===== src/rtl/wb_regfile.sv =====
`default_nettype none
// ============================================================================
//  Module      : wb_regfile
//  Description : Writeback stage and architectural register file. Commits
//                ME->WB results to the GPRs, serves two combinational read
//                ports with a write-first bypass, a registered debug read
//                port, and the retire/cycle counters.
//  Revision    : 1.0 - initial release
// ============================================================================
module wb_regfile #(
    parameter int DATA_W     = 32,
    parameter int ADDR_W     = 5,
    parameter int CNT_W      = 64,
    parameter int RESET_REGS = 1
) (
    input  logic              iClk,
    input  logic              iRst,
    input  logic              iEn,
    input  logic              iStall,
    input  logic              iFlush,
    input  logic              iWbValid,
    input  logic              iWbWe,
    input  logic [ADDR_W-1:0] iWbAddr,
    input  logic [DATA_W-1:0] iWbData,
    input  logic [ADDR_W-1:0] iAddrRs1,
    input  logic [ADDR_W-1:0] iAddrRs2,
    output logic [DATA_W-1:0] oRs1,
    output logic [DATA_W-1:0] oRs2,
    input  logic [ADDR_W-1:0] iDbgAddr,
    output logic [DATA_W-1:0] oDbgData,
    output logic              oRetired,
    output logic [CNT_W-1:0]  oInstret,
    output logic [CNT_W-1:0]  oCycle
);

    localparam int c_NUM_REGS = 1 << ADDR_W;

    logic [DATA_W-1:0] r_regs [c_NUM_REGS];
    logic [DATA_W-1:0] r_dbg_data;
    logic [CNT_W-1:0]  r_instret;
    logic [CNT_W-1:0]  r_cycle;
    logic              r_retired;
    logic              w_commit;
    logic              w_write;

    // Reset discards whatever sits at the WB input, so it also blocks commit
    // (and therefore the bypass) on a reset cycle.
    assign w_commit = ~iRst & iEn & ~iStall & ~iFlush & iWbValid;
    assign w_write  = w_commit & iWbWe & (iWbAddr != '0);

    // Register storage; x0 is never written, reads of it are forced to zero.
    generate
        if (RESET_REGS != 0) begin : g_regs_reset
            // Clear the whole file on reset, otherwise commit the WB result.
            always_ff @(posedge iClk) begin
                if (iRst) begin
                    for (int i = 0; i < c_NUM_REGS; i++) begin
                        r_regs[i] <= '0;
                    end
                end else if (w_write) begin
                    r_regs[iWbAddr] <= iWbData;
                end
            end
        end else begin : g_regs_hold
            // Contents survive reset; only the commit path updates them.
            always_ff @(posedge iClk) begin
                if (w_write) begin
                    r_regs[iWbAddr] <= iWbData;
                end
            end
        end
    endgenerate

    // Read port 1: x0 is zero, then same-cycle bypass, then stored value.
    always_comb begin
        oRs1 = r_regs[iAddrRs1];
        if (iAddrRs1 == '0) begin
            oRs1 = '0;
        end else if (w_write && (iAddrRs1 == iWbAddr)) begin
            oRs1 = iWbData;
        end
    end

    // Read port 2: identical to port 1, bypasses independently.
    always_comb begin
        oRs2 = r_regs[iAddrRs2];
        if (iAddrRs2 == '0) begin
            oRs2 = '0;
        end else if (w_write && (iAddrRs2 == iWbAddr)) begin
            oRs2 = iWbData;
        end
    end

    // Counters, retire pulse and debug read; everything freezes when iEn is low.
    always_ff @(posedge iClk) begin
        if (iRst) begin
            r_instret  <= '0;
            r_cycle    <= '0;
            r_retired  <= 1'b0;
            r_dbg_data <= '0;
        end else if (iEn) begin
            r_cycle   <= r_cycle + CNT_W'(1);
            r_retired <= w_commit;
            if (w_commit) begin
                r_instret <= r_instret + CNT_W'(1);
            end
            // Debug read samples stored state only (no bypass).
            r_dbg_data <= (iDbgAddr == '0) ? '0 : r_regs[iDbgAddr];
        end
    end

    assign oDbgData = r_dbg_data;
    assign oRetired = r_retired;
    assign oInstret = r_instret;
    assign oCycle   = r_cycle;

endmodule
`default_nettype wire

===== config.mk =====
export PLATFORM = sky130hd
export DESIGN_NAME = wb_regfile
export DESIGN_NICKNAME = d
export VERILOG_FILES = /design/src/rtl/wb_regfile.sv
export SDC_FILE = /design/constraint.sdc
export NUM_CORES = 2
export LEC_CHECK = 0
export ABC_CLOCK_PERIOD_IN_PS = 5050
export BUFFER_PORTS_ARGS = -buffer_cell sky130_fd_sc_hd__buf_4
export CAP_MARGIN = 40
export CORE_MARGIN = 2
export CORE_UTILIZATION = 64
export CTS_CLUSTER_DIAMETER = 30
export DETAILED_ROUTE_END_ITERATION = 16
export PLACE_DENSITY = 0.93
export SLEW_MARGIN = 10
export SYNTH_ARGS = -nofsm -noshare
export SYNTH_HDL_FRONTEND = slang
export SYNTH_SLANG_ARGS = --single-unit

===== constraint.sdc =====
create_clock -name iClk -period 5.05 [get_ports iClk]
set_input_delay 0.505 -clock iClk [delete_from_list [all_inputs] [get_ports iClk]]
set_output_delay 0.505 -clock iClk [all_outputs]
set_load 0.01 [all_outputs]

==> out/metrics.cfg, run 1 <==
[synthesis]
postSynth.asyncResetShare = 0
synth_edf_count = 1024
avgSynthCellArea_um2 = 13.12
ys_seq_area_frac = 0.4838
synth.most_common_cell = edfxtp_1
ys_ff_latch = 1185
synth_largest_area_cell = edfxtp_1
yosys_most_used_dff = edfxtp_1
yosysWarnings = 0
syn_area_um2 = 70220
synthTopCellsByCount = 1024 x edfxtp_1, 994 x and2_1, 577 x mux4_2
synth_cells = 5354
synthDistinctLibCells = 67
synth_top_cell_area_share = 0.4379
synthTopCellsByArea = edfxtp_1 44%, mux4_2 19%, and2_1 8.9%

[status]
stop_error = [ERROR GRT-0232] Routing congestion too high. Check the congestion heatmap in the GUI.
outcome = aborted with a tool error
failing_step = global routing (5_1_grt)

[clocking]
cts_max_level = 4
numCtsBuffers = 238
post_cts_resized = 0
cts.sinks = 1185
cts_root_buffer = clkbuf_16
clock_path_buffers = 3

[floorplan]
row_count = 121
die_w_um = 335.2
die_h_um = 335.2
io-pin-count = 284
initial_core_util = 0.6451

[global_routing]
antenna_found_initial = 55
grt-ovfl-total = 193
grt_max_degree = 81
grt_use_total = 0.7038

[placed_design]
dp.cells = 6713
dp_hpwl_um = 155900
io_buffers = 283
placed_area_um2 = 74060
routabilityCongestion = 0.9835
dp_slack_ns = 1.129

metal layers:
metal  GRT usage  GRT overflow
met5      0.4824             4
met2      0.7921            83
met4      0.6722            69
met1      0.6866            13
met3      0.6611            24
cell families after synthesis:
kind of cell,Yosys count,share of synthesized area
simple gates,1781,0.1462
flops,1185,0.4838
mux,1052,0.2559
compound gates,694,0.07095
buf+inv,570,0.03412
xor+xnor,69,0.008606
fa+ha+maj,2,0.0003563
other cells,1,0.00005340
through the flow:
step / hold slack, ns / util
4_1_cts: 0.01308 / 0.7584
3_3_place_gp: 0.4340 / 0.6794
3_5_place_dp: 0.4534 / 0.6803
2_1_floorplan: 0.4666 / -
repair_timing:
| item | in CTS |
|---|---|
| endpoints found under the hold margin | 1 |
| hold buffers | 1 |
| setup endpoints to repair | 0 |
| setup buffers | 0 |
==> run 2, diff against run 1 <==
--- a/config.mk
+++ b/config.mk
@@ -9,10 +9,9 @@
 export BUFFER_PORTS_ARGS = -buffer_cell sky130_fd_sc_hd__buf_4
 export CAP_MARGIN = 40
 export CORE_MARGIN = 2
-export CORE_UTILIZATION = 64
-export CTS_CLUSTER_DIAMETER = 30
+export CORE_UTILIZATION = 40
 export DETAILED_ROUTE_END_ITERATION = 16
-export PLACE_DENSITY = 0.93
+export PLACE_DENSITY_LB_ADDON = 0.15
 export SLEW_MARGIN = 10
 export SYNTH_ARGS = -nofsm -noshare
 export SYNTH_HDL_FRONTEND = slang
==> run 2 against run 1 <==
The flow now finishes without violations. Synthesized cell count is the same. Synthesized area is the same.
==> out/metrics.cfg, run 2 <==
[sta]
rsz0062_at_grt = no
worst_slack_ns = 0.7430
hold_viol_final = 0
worstMarginPinSlew_ns = 0.9624
setup_tns_ns = 0
relSlewSlack = 0.3584
setup_viol = 0
maxSlewViolCount = 0
post-route-min-period_ns = 4.307
timing.fmax_mhz = 232.2
period_share = 0.8529
fin_skew_ns = 0.02422

[layout]
final_common_cell = edfxtp_1
nFillCells = 15580
mostFrequentLayoutCells = 1024 x edfxtp_1, 994 x and2_1, 577 x mux4_2
largest_register = r_regs
largest_register_ffs = 1024
area_growth_pct = 14.62
nets = 5545
drive_gt1_frac = 0.2801

[synthesis]
avgSynthCellArea_um2 = 13.12
synth.most_common_cell = edfxtp_1
yosys_most_used_dff = edfxtp_1
synth_compound_area_frac = 0.07095
yosys.area_share.simple = 0.1462
ys_seq_area_frac = 0.4838
synthDistinctLibCells = 67
synth_largest_area_cell = edfxtp_1
yosys.area_share.adder = 0.0003564
synth_xor_area_frac = 0.008606
postSynth.asyncResetShare = 0
syn_area_um2 = 70220
synthTopCellsByCount = 1024 x edfxtp_1, 994 x and2_1, 577 x mux4_2
yosysWarnings = 0
synthMuxAreaShare = 0.2559
synth_top_cell_area_share = 0.4379
synthTopCellsByArea = edfxtp_1 44%, mux4_2 19%, and2_1 8.9%
synth_edf_count = 1024
synth_cells = 5354
synth_top_family_by_area = multiplexers
ys_ff_latch = 1185

[worst_setup_path]
r2r-start = oCycle[26]
worstPathMaxFanout = 64
worstPathArrival_ns = 3.80
reg2reg_depth = 5
cp.required_ns = 4.55
cp_num_buf_inv = 3
end_kind = output pin
crit_chain = buf_8 > buf_4 > mux2i_1 > a221o_1 > a211oi_1 > a311oi_1 > nor3_1 > buf_4
cp-start-kind = primary input
path_class = primary input to output pin
path_delay_family = buffers and inverters
worstSetupPathDepth = 8
crit_start = iAddrRs2[0]
max_stage_delay_ns = 0.71
cp-endpoint = oRs2[9]
timing.rr.end = oCycle[57]
crit_top_cell = buf_4
crit_slowest_cell = nor3_1
reg2reg_slack_ns = 2.38

[power_and_ir_drop]
intPower_mw = 18.87
switching_power_mw = 6.807
p_sw_frac = 0.2651
power.share.clock = 0.414
max-vdd-ir-drop_mv = 0.3258
seq_power_share = 0.446
p_comb_frac = 0.140
p_leak_nw = 28.17
power.density_nw_per_um2 = 319.0

[global_routing]
antenna_found_initial = 26
grt_pass1_wl_um = 405900
grt_pass1_vias = 51110
grt_max_degree = 96
grt_use_total = 0.3227
grt-ovfl-total = 0

[floorplan]
dieArea_um2 = 178900
die_w_um = 423.0
io-pin-count = 284
core_area_um2 = 174200
initial_core_util = 0.4031
row_count = 153
die_h_um = 423.0

[clocking]
clk_latency_ns = 0.81
cts_root_buffer = clkbuf_16
post_cts.repair.setup_buffers = 0
clock_path_buffers = 3
cts.clk_slew.worst_paths_ns = 0.06
post_cts_resized = 0
numCtsBuffers = 142
cts_max_level = 4
cts-hold-fix-buffers = 0
cts_tree = built
cts.sinks = 1185

[detailed_routing]
dr_total_vias = 52390
firstDrtPassIters = 5
drt-total-wl_um = 292800
wl_per_cell_um = 36.88
drc = 0
drt-initial-drc-count = 7536
drtAntennaViolNets = 0
via_per_inst = 6.600

[job]
cap_violations = 0

[hold_path]
hold_class = primary input to register

[placed_design]
dp_slack_ns = 0.9401
routabilityCongestion = 0.8946
io_buffers = 283
dp_hpwl_um = 177800

[status]
outcome = complete, no violations

-- run 2: cell counts after synthesis --
Identical to the previous run, type by type.
-- run 2: layout make-up --
type	instances	area [µm²]	area share
clock inverters	66	666.9	0.008286
well taps	2325	2909	0.03614
flip-flops and latches	1185	33970	0.4221
inverters	19	71.32	0.0008861
diodes	15	37.54	0.0004664
clock buffers	192	4031	0.05009
multi-input cells	3630	34310	0.4263
repair buffers	506	4483	0.05570
-- run 2: worst register-to-register path: cells and delay by family, from the launching register on --
kind / cells / cell delay [ns]
AND/OR/NAND/NOR: 4 / 2.01
flip-flops: 1 / 0.46
AO/OA/AOI/OAI: 1 / 0.14
-- run 2: worst min-delay path by stage --
stage                     startpoint            to  slack (ns)  cells past startpoint
after floorplan             oRetired      oRetired        0.47                      2
after global placement      oRetired      oRetired        0.44                      2
after detailed placement    oRetired      oRetired        0.45                      2
after CTS                       iRst  oInstret[60]        0.01                      2
after global routing            iRst  oInstret[63]        0.05                      2
final                           iRst  oInstret[60]        0.06                      2
-- run 2: kinds of logic (layout without fill, tap and decap cells) --
family	Yosys count	after routing
fa+ha+maj	2	2
xor+xnor	69	69
buf+inv	570	783
compound gates	694	694
flops	1185	1185
mux	1052	1052
simple gates	1781	1781
other cells	1	47
-- run 2: stage by stage --
step,utilization,hold WS [ns],std cells,cell area (µm²),power (mW)
after global placement,0.4331,0.4361,7648,75450,15.12
after CTS,0.4616,0.01367,7921,80410,25.68
after floorplan,-,0.4666,5385,70340,13.64
after global routing,0.4619,0.04678,7927,80460,26.26
final,0.4620,0.05742,7938,80490,25.68
after detailed placement,0.4346,0.4515,7663,75710,15.18
-- run 2: metal layers --
layer | part of all wire | routed length [µm] | track usage
met1 | 0.38 | 111200 | 0.4255
met2 | 0.45 | 131500 | 0.4948
met3 | 0.11 | 32990 | 0.07813
met4 | 0.058 | 17010 | 0.1670
met5 | 0.00015 | 44 | 0
-- run 2: power groups by stage --
stage          registers, mW  logic, mW  clock network [mW]
5_1_grt                 11.5       3.71                11.0
2_1_floorplan           11.5       2.14                   0
6_report                11.5       3.59                10.6
3_5_place_dp            11.6       3.53                   0
3_3_place_gp            11.6       3.50                   0
4_1_cts                 11.4       3.54                10.7
Note: power is estimated with default switching activity, not from simulation.
